File: src/rtl/ext_pkg.sv
// ext_pkg: mode encodings and mode type shared by the extension unit and its core
package ext_pkg;
    typedef logic [2:0] ext_mode_t;
    localparam ext_mode_t EXT_ZEXT = 3'd0;
    localparam ext_mode_t EXT_SEXT = 3'd1;
    localparam ext_mode_t EXT_LUI  = 3'd2;
    localparam ext_mode_t EXT_LB   = 3'd3;
    localparam ext_mode_t EXT_LBU  = 3'd4;
    localparam ext_mode_t EXT_LH   = 3'd5;
    localparam ext_mode_t EXT_LHU  = 3'd6;
    localparam ext_mode_t EXT_PASS = 3'd7;
endpackage

File: src/rtl/ext_core.sv
// ext_core: combinational mode decode, lane selection and sign/zero extension
module ext_core
    import ext_pkg::*;
#(
    parameter int WORD_W     = 32,
    parameter int IMM_W      = 16,
    parameter bit BIG_ENDIAN = 1'b0
) (
    input  ext_mode_t         mode_i,
    input  logic [WORD_W-1:0] data_i,
    input  logic [1:0]        off_i,
    output logic [WORD_W-1:0] data_o,
    output logic              misalign_o
);
    logic [7:0]       byte_l;
    logic [IMM_W-1:0] half_l;
    logic [IMM_W-1:0] imm;
    assign imm    = data_i[IMM_W-1:0];
    // Big-endian numbers lanes from the most significant end of the word
    assign byte_l = BIG_ENDIAN ? data_i[WORD_W-1-8*off_i -: 8] : data_i[8*off_i +: 8];
    assign half_l = BIG_ENDIAN ? data_i[WORD_W-1-IMM_W*off_i[1] -: IMM_W]
                               : data_i[IMM_W*off_i[1] +: IMM_W];
    assign misalign_o = (mode_i == EXT_LH || mode_i == EXT_LHU) && off_i[0];
    always_comb begin
        data_o = data_i;
        unique case (mode_i)
            EXT_ZEXT: data_o = WORD_W'(imm);
            EXT_SEXT: data_o = {{(WORD_W-IMM_W){imm[IMM_W-1]}}, imm};
            EXT_LUI:  data_o = WORD_W'({imm, {IMM_W{1'b0}}});
            EXT_LB:   data_o = {{(WORD_W-8){byte_l[7]}}, byte_l};
            EXT_LBU:  data_o = WORD_W'(byte_l);
            EXT_LH:   data_o = {{(WORD_W-IMM_W){half_l[IMM_W-1]}}, half_l};
            EXT_LHU:  data_o = WORD_W'(half_l);
            default:  data_o = data_i;
        endcase
    end
endmodule

File: src/rtl/ext_unit.sv
// ext_unit: extension core behind a registered valid/ready output stage with a 1-entry skid buffer
module ext_unit
    import ext_pkg::*;
#(
    parameter int WORD_W     = 32,
    parameter int IMM_W      = 16,
    parameter bit BIG_ENDIAN = 1'b0
) (
    input  logic              clk,
    input  logic              rst,
    input  logic              in_valid,
    output logic              in_ready,
    input  ext_mode_t         in_mode,
    input  logic [WORD_W-1:0] in_data,
    input  logic [1:0]        in_off,
    output logic              out_valid,
    input  logic              out_ready,
    output logic [WORD_W-1:0] out_data,
    output logic              out_misalign,
    output logic [7:0]        err_cnt
);
    logic [WORD_W-1:0] core_data;
    logic              core_mis;
    logic              out_valid_q, out_valid_d, out_mis_q, out_mis_d;
    logic [WORD_W-1:0] out_data_q, out_data_d, skid_data_q, skid_data_d;
    logic              skid_valid_q, skid_valid_d, skid_mis_q, skid_mis_d;
    logic [7:0]        err_q, err_d;
    logic              accept, drain;
    ext_core #(.WORD_W(WORD_W), .IMM_W(IMM_W), .BIG_ENDIAN(BIG_ENDIAN)) u_core (
        .mode_i     (in_mode),
        .data_i     (in_data),
        .off_i      (in_off),
        .data_o     (core_data),
        .misalign_o (core_mis)
    );
    // in_ready comes straight from the skid flop, so out_ready never reaches it combinationally
    assign in_ready     = !skid_valid_q;
    assign accept       = in_valid && in_ready;
    assign drain        = out_valid_q && out_ready;
    assign out_valid    = out_valid_q;
    assign out_data     = out_data_q;
    assign out_misalign = out_mis_q;
    assign err_cnt      = err_q;
    always_comb begin
        out_valid_d  = out_valid_q;
        out_data_d   = out_data_q;
        out_mis_d    = out_mis_q;
        skid_valid_d = skid_valid_q;
        skid_data_d  = skid_data_q;
        skid_mis_d   = skid_mis_q;
        if (skid_valid_q) begin
            if (drain) begin
                out_data_d   = skid_data_q;
                out_mis_d    = skid_mis_q;
                skid_valid_d = 1'b0;
            end
        end else if (accept) begin
            if (!out_valid_q || drain) begin
                out_valid_d = 1'b1;
                out_data_d  = core_data;
                out_mis_d   = core_mis;
            end else begin
                skid_valid_d = 1'b1;
                skid_data_d  = core_data;
                skid_mis_d   = core_mis;
            end
        end else if (drain) begin
            out_valid_d = 1'b0;
        end
        err_d = err_q + 8'(accept && core_mis && err_q != 8'hFF);
    end
    always_ff @(posedge clk) begin
        if (rst) begin
            out_valid_q  <= 1'b0;
            out_data_q   <= '0;
            out_mis_q    <= 1'b0;
            skid_valid_q <= 1'b0;
            skid_data_q  <= '0;
            skid_mis_q   <= 1'b0;
            err_q        <= '0;
        end else begin
            out_valid_q  <= out_valid_d;
            out_data_q   <= out_data_d;
            out_mis_q    <= out_mis_d;
            skid_valid_q <= skid_valid_d;
            skid_data_q  <= skid_data_d;
            skid_mis_q   <= skid_mis_d;
            err_q        <= err_d;
        end
    end
endmodule

File: config.mk
export PLATFORM = sky130hd
export DESIGN_NAME = ext_unit
export DESIGN_NICKNAME = d
export VERILOG_FILES = /design/src/rtl/ext_pkg.sv /design/src/rtl/ext_core.sv /design/src/rtl/ext_unit.sv
export SDC_FILE = /design/constraint.sdc
export NUM_CORES = 1
export LEC_CHECK = 0
export CAP_MARGIN = 5
export CORE_MARGIN = 1.5
export CORE_UTILIZATION = 55
export CTS_CLUSTER_DIAMETER = 100
export CTS_CLUSTER_SIZE = 30
export DETAILED_ROUTE_END_ITERATION = 8
export DONT_BUFFER_PORTS = 1
export PLACE_DENSITY = 0.82
export SYNTH_ARGS = -nofsm -noshare
export SYNTH_HDL_FRONTEND = slang
export SYNTH_SLANG_ARGS = --single-unit
export TNS_END_PERCENT = 30
File: constraint.sdc
create_clock -name clk -period 1.4 [get_ports clk]
set_input_delay 0 -clock clk [delete_from_list [all_inputs] [get_ports clk]]
set_output_delay 0 -clock clk [all_outputs]
set_load 0.02 [all_outputs]
==> flow_metrics.tcl <==
set metrics [dict create \
    first_iter_violations 675 \
    setup_viol 73 \
    reg2reg_slack_ns -0.32 \
    skew_ns 0.0144 \
    ys_seq_elements 76 \
    fin_hold_ws_ns -0.302 \
    cp-start-kind "register" \
    peakVddDrop_v 0.000570 \
    n_antenna_cell 0 \
    synthArstFlopShare_pct 0 \
    cts-buffers-inserted 9 \
    synthMuxAreaShare_pct 5.65 \
    end_kind "register" \
    cts_tree "built" \
    via_per_inst 7.28 \
    required_ns 1.63 \
    slew-limit-headroom_pct 56.6 \
    die_area_um2 7640 \
    cpPeakStageDelay_ns 0.44 \
    fin_total_pwr_mw 5.81 \
    clock_sinks 76 \
    power.leakage_nw 1.91 \
    grt_max_degree 85 \
    dp_hpwl_um 7800 \
    cp.arrival_ns 1.95 \
    area_growth_pct 44.9 \
    synth_compound_area_share_pct 27.5 \
    cap_violations 0 \
    grt_pass1_vias 4129 \
    port_buffers 0 \
    core_area_um2 6830 \
    grt_antenna_before_repair 0 \
    final_core_util_pct 83.1 \
    tightest_slew_ns 0.651 \
    ant_nets 0 \
    drive_gt1_share_pct 43.6 \
    synth.distinct_cells 52 \
    cp_top_family "compound AO/OA/AOI/OAI gates" \
    setup_ws_ns -0.319 \
    synth-edff-count 0 \
    grt-ovfl-total 0 \
    initial_core_util_pct 57.4 \
    root_buffer "clkbuf_8" \
    row_count 30 \
    cp_num_buf_inv 3 \
    clk_latency_ns 0.37 \
    r2r_cells 7 \
    path_max_fanout 7 \
    totalWireLength_um 16000 \
    die_x_um 87.4 \
    synth_top_family_by_area "compound AO/OA/AOI/OAI gates" \
    syn_area_um2 3920 \
    fmax_ghz 0.582 \
    path_cells "nor2b_4, buf_6, buf_4, o21a_4, buf_8, o21ai_0, a2111oi_4" \
    yosys.area_share.adder_pct 0.926 \
    status "finished, violations left" \
    rsz0062_at_grt "true" \
    period_needed_ns 1.72 \
    wl_per_cell_um 26.5 \
    ys_warn_count 0 \
    hold_violations 76 \
    crit_type "reg -> reg" \
    synthCells 449 \
    synth_xor_area_share_pct 1.56 \
    synth_seq_area_share_pct 38.8 \
    track_usage_pct 36.0 \
    whs_endpoint "err_cnt[7]" \
    drc_errors 0 \
    final_nets 547 \
    synth-main-ff-cell "dfxtp_1" \
    worstReg2RegEnd "out_data[29]" \
    vias 4407 \
    synth_nets 492 \
    hold_path_class "in -> reg" \
    min_path_cells 1 \
    min_period_over_period_pct 123 \
    firstDrtPassIters 6 \
    fp.dieH_um 87.4 \
    path_clk_slew_ns 0.09 \
    num_io_pins 84 \
    finalWeightedCongestion 0.974 \
    avgSynthCellArea_um2 8.73 \
    crit_path_top_delay_cell "o21ai_0" \
    power.density_nw_per_um2 1020 \
    violations "negative hold slack, negative setup slack" \
    r2r-start "skid_valid_q" \
    dp_slack_ns -0.522 \
    cts_max_level 3 \
    slew_violations 0 \
    grt_pass1_wl_um 20900 \
    clockBufferDepth 2 \
    yosys.area_share.simple_pct 19.7 \
    hp-start "rst" \
]
worst max path at each step:
stage,from,endpoint,cells after the start
after global routing,skid_valid_q,err_cnt[7],8
after detailed placement,skid_valid_q,out_data[22],6
after CTS,skid_valid_q,err_cnt[7],8
final,skid_valid_q,out_data[29],7
after global placement,skid_valid_q,out_data[29],6
after floorplan,out_valid,out_data[29],7
worst register-to-register path, cell delays in order, from the launching register on:
cell       delay, ns
dfxtp_4         0.39
nor2b_4         0.05
buf_6           0.12
buf_4           0.14
o21a_4          0.23
buf_8           0.15
o21ai_0         0.44
a2111oi_4       0.06
synthesized netlist by cell type (4+ instances only):
cell | instances | area (um2)
dfxtp_1 | 76 | 1520
mux4_2 | 8 | 180
a22oi_1 | 8 | 60.1
a21oi_1 | 26 | 130
a211oi_1 | 17 | 128
o221ai_1 | 7 | 61.3
nand2_1 | 20 | 75.1
nand3_1 | 9 | 45.0
nand4b_1 | 7 | 61.3
inv_1 | 4 | 15.0
buf_4 | 5 | 37.5
a2111oi_0 | 16 | 140
o21ai_0 | 25 | 125
a2111oi_1 | 9 | 90.1
or3_1 | 18 | 113
nor2_1 | 78 | 293
clkbuf_1 | 18 | 67.6
a2111oi_2 | 5 | 75.1
a221oi_1 | 15 | 131
nand2b_1 | 9 | 56.3
o21a_1 | 8 | 60.1
buf_2 | 14 | 70.1
xor2_1 | 6 | 52.6
stage by stage:
stage / setup TNS [ns] / area [um2] / std cells / hold WS, ns
detailed placement: -13.67 / 4370 / 566 / 0.0714
CTS: -5.36 / 5190 / 594 / -0.316
floorplan: -2.14 / 4010 / 449 / 0.100
global placement: -10.11 / 4370 / 566 / 0.0734
finish: -13.23 / 5680 / 605 / -0.302
global route: -16.05 / 5680 / 605 / -0.321
routing by layer:
metal | up-vias | track usage [%] | wire (um)
met4 | 0 | 20.3 | 1260
met3 | 142 | 12.2 | 1870
met1 | 2075 | 42.3 | 5610
met2 | 393 | 57.2 | 7280
li1 | 1797 | - | -
met5 | - | 0 | 0
flip-flops by register name, indices dropped and copies added (netlist names):
register      cells
out_data         32
skid_data_q      32
err_cnt           8
out_misalign      1
out_valid         1
skid_mis_q        1
skid_valid_q      1
logic make-up after synthesis:
group | count (synthesis)
compound gates | 145
xor+xnor | 7
flops | 76
buf+inv | 47
mux | 12
fa+ha+maj | 3
simple gates | 159
layout make-up:
type,instances,area [um2]
Multi-Input combinational cell,327,2930
Timing Repair Buffer,86,853
Clock buffer,12,155
Tap cell,96,120
Sequential cell,76,1530
Inverter,4,15.0
Fill cell,348,1150
Clock inverter,4,72.6
power breakdown:
part | switching [mW] | leakage (nW) | internal (mW)
registers | 0.158 | 0.624 | 2.30
clock network | 0.860 | 0.113 | 1.10
logic | 0.776 | 1.17 | 0.621
layout by cell type (no fill, tap or decap), types with 15 or more instances in the layout:
| cell | instances |
|---|---|
| a21oi_1 | 22 |
| dfxtp_1 | 71 |
| nor2_4 | 20 |
| nand2_1 | 16 |
| a2111oi_4 | 17 |
| buf_6 | 18 |
| or3_1 | 15 |
| buf_4 | 52 |
| o21ai_1 | 15 |
| nor2_1 | 47 |
timing repair:
action | in CTS | in global routing
resized for setup | 132 | 81
gates cloned | 4 | 2
hold endpoints to repair | 76 | 76
pin swaps | 42 | 28
endpoints found under the setup margin | 71 | 75
setup buffers | 8 | 9
No activity file was read; power rests on OpenSTA's default activity.
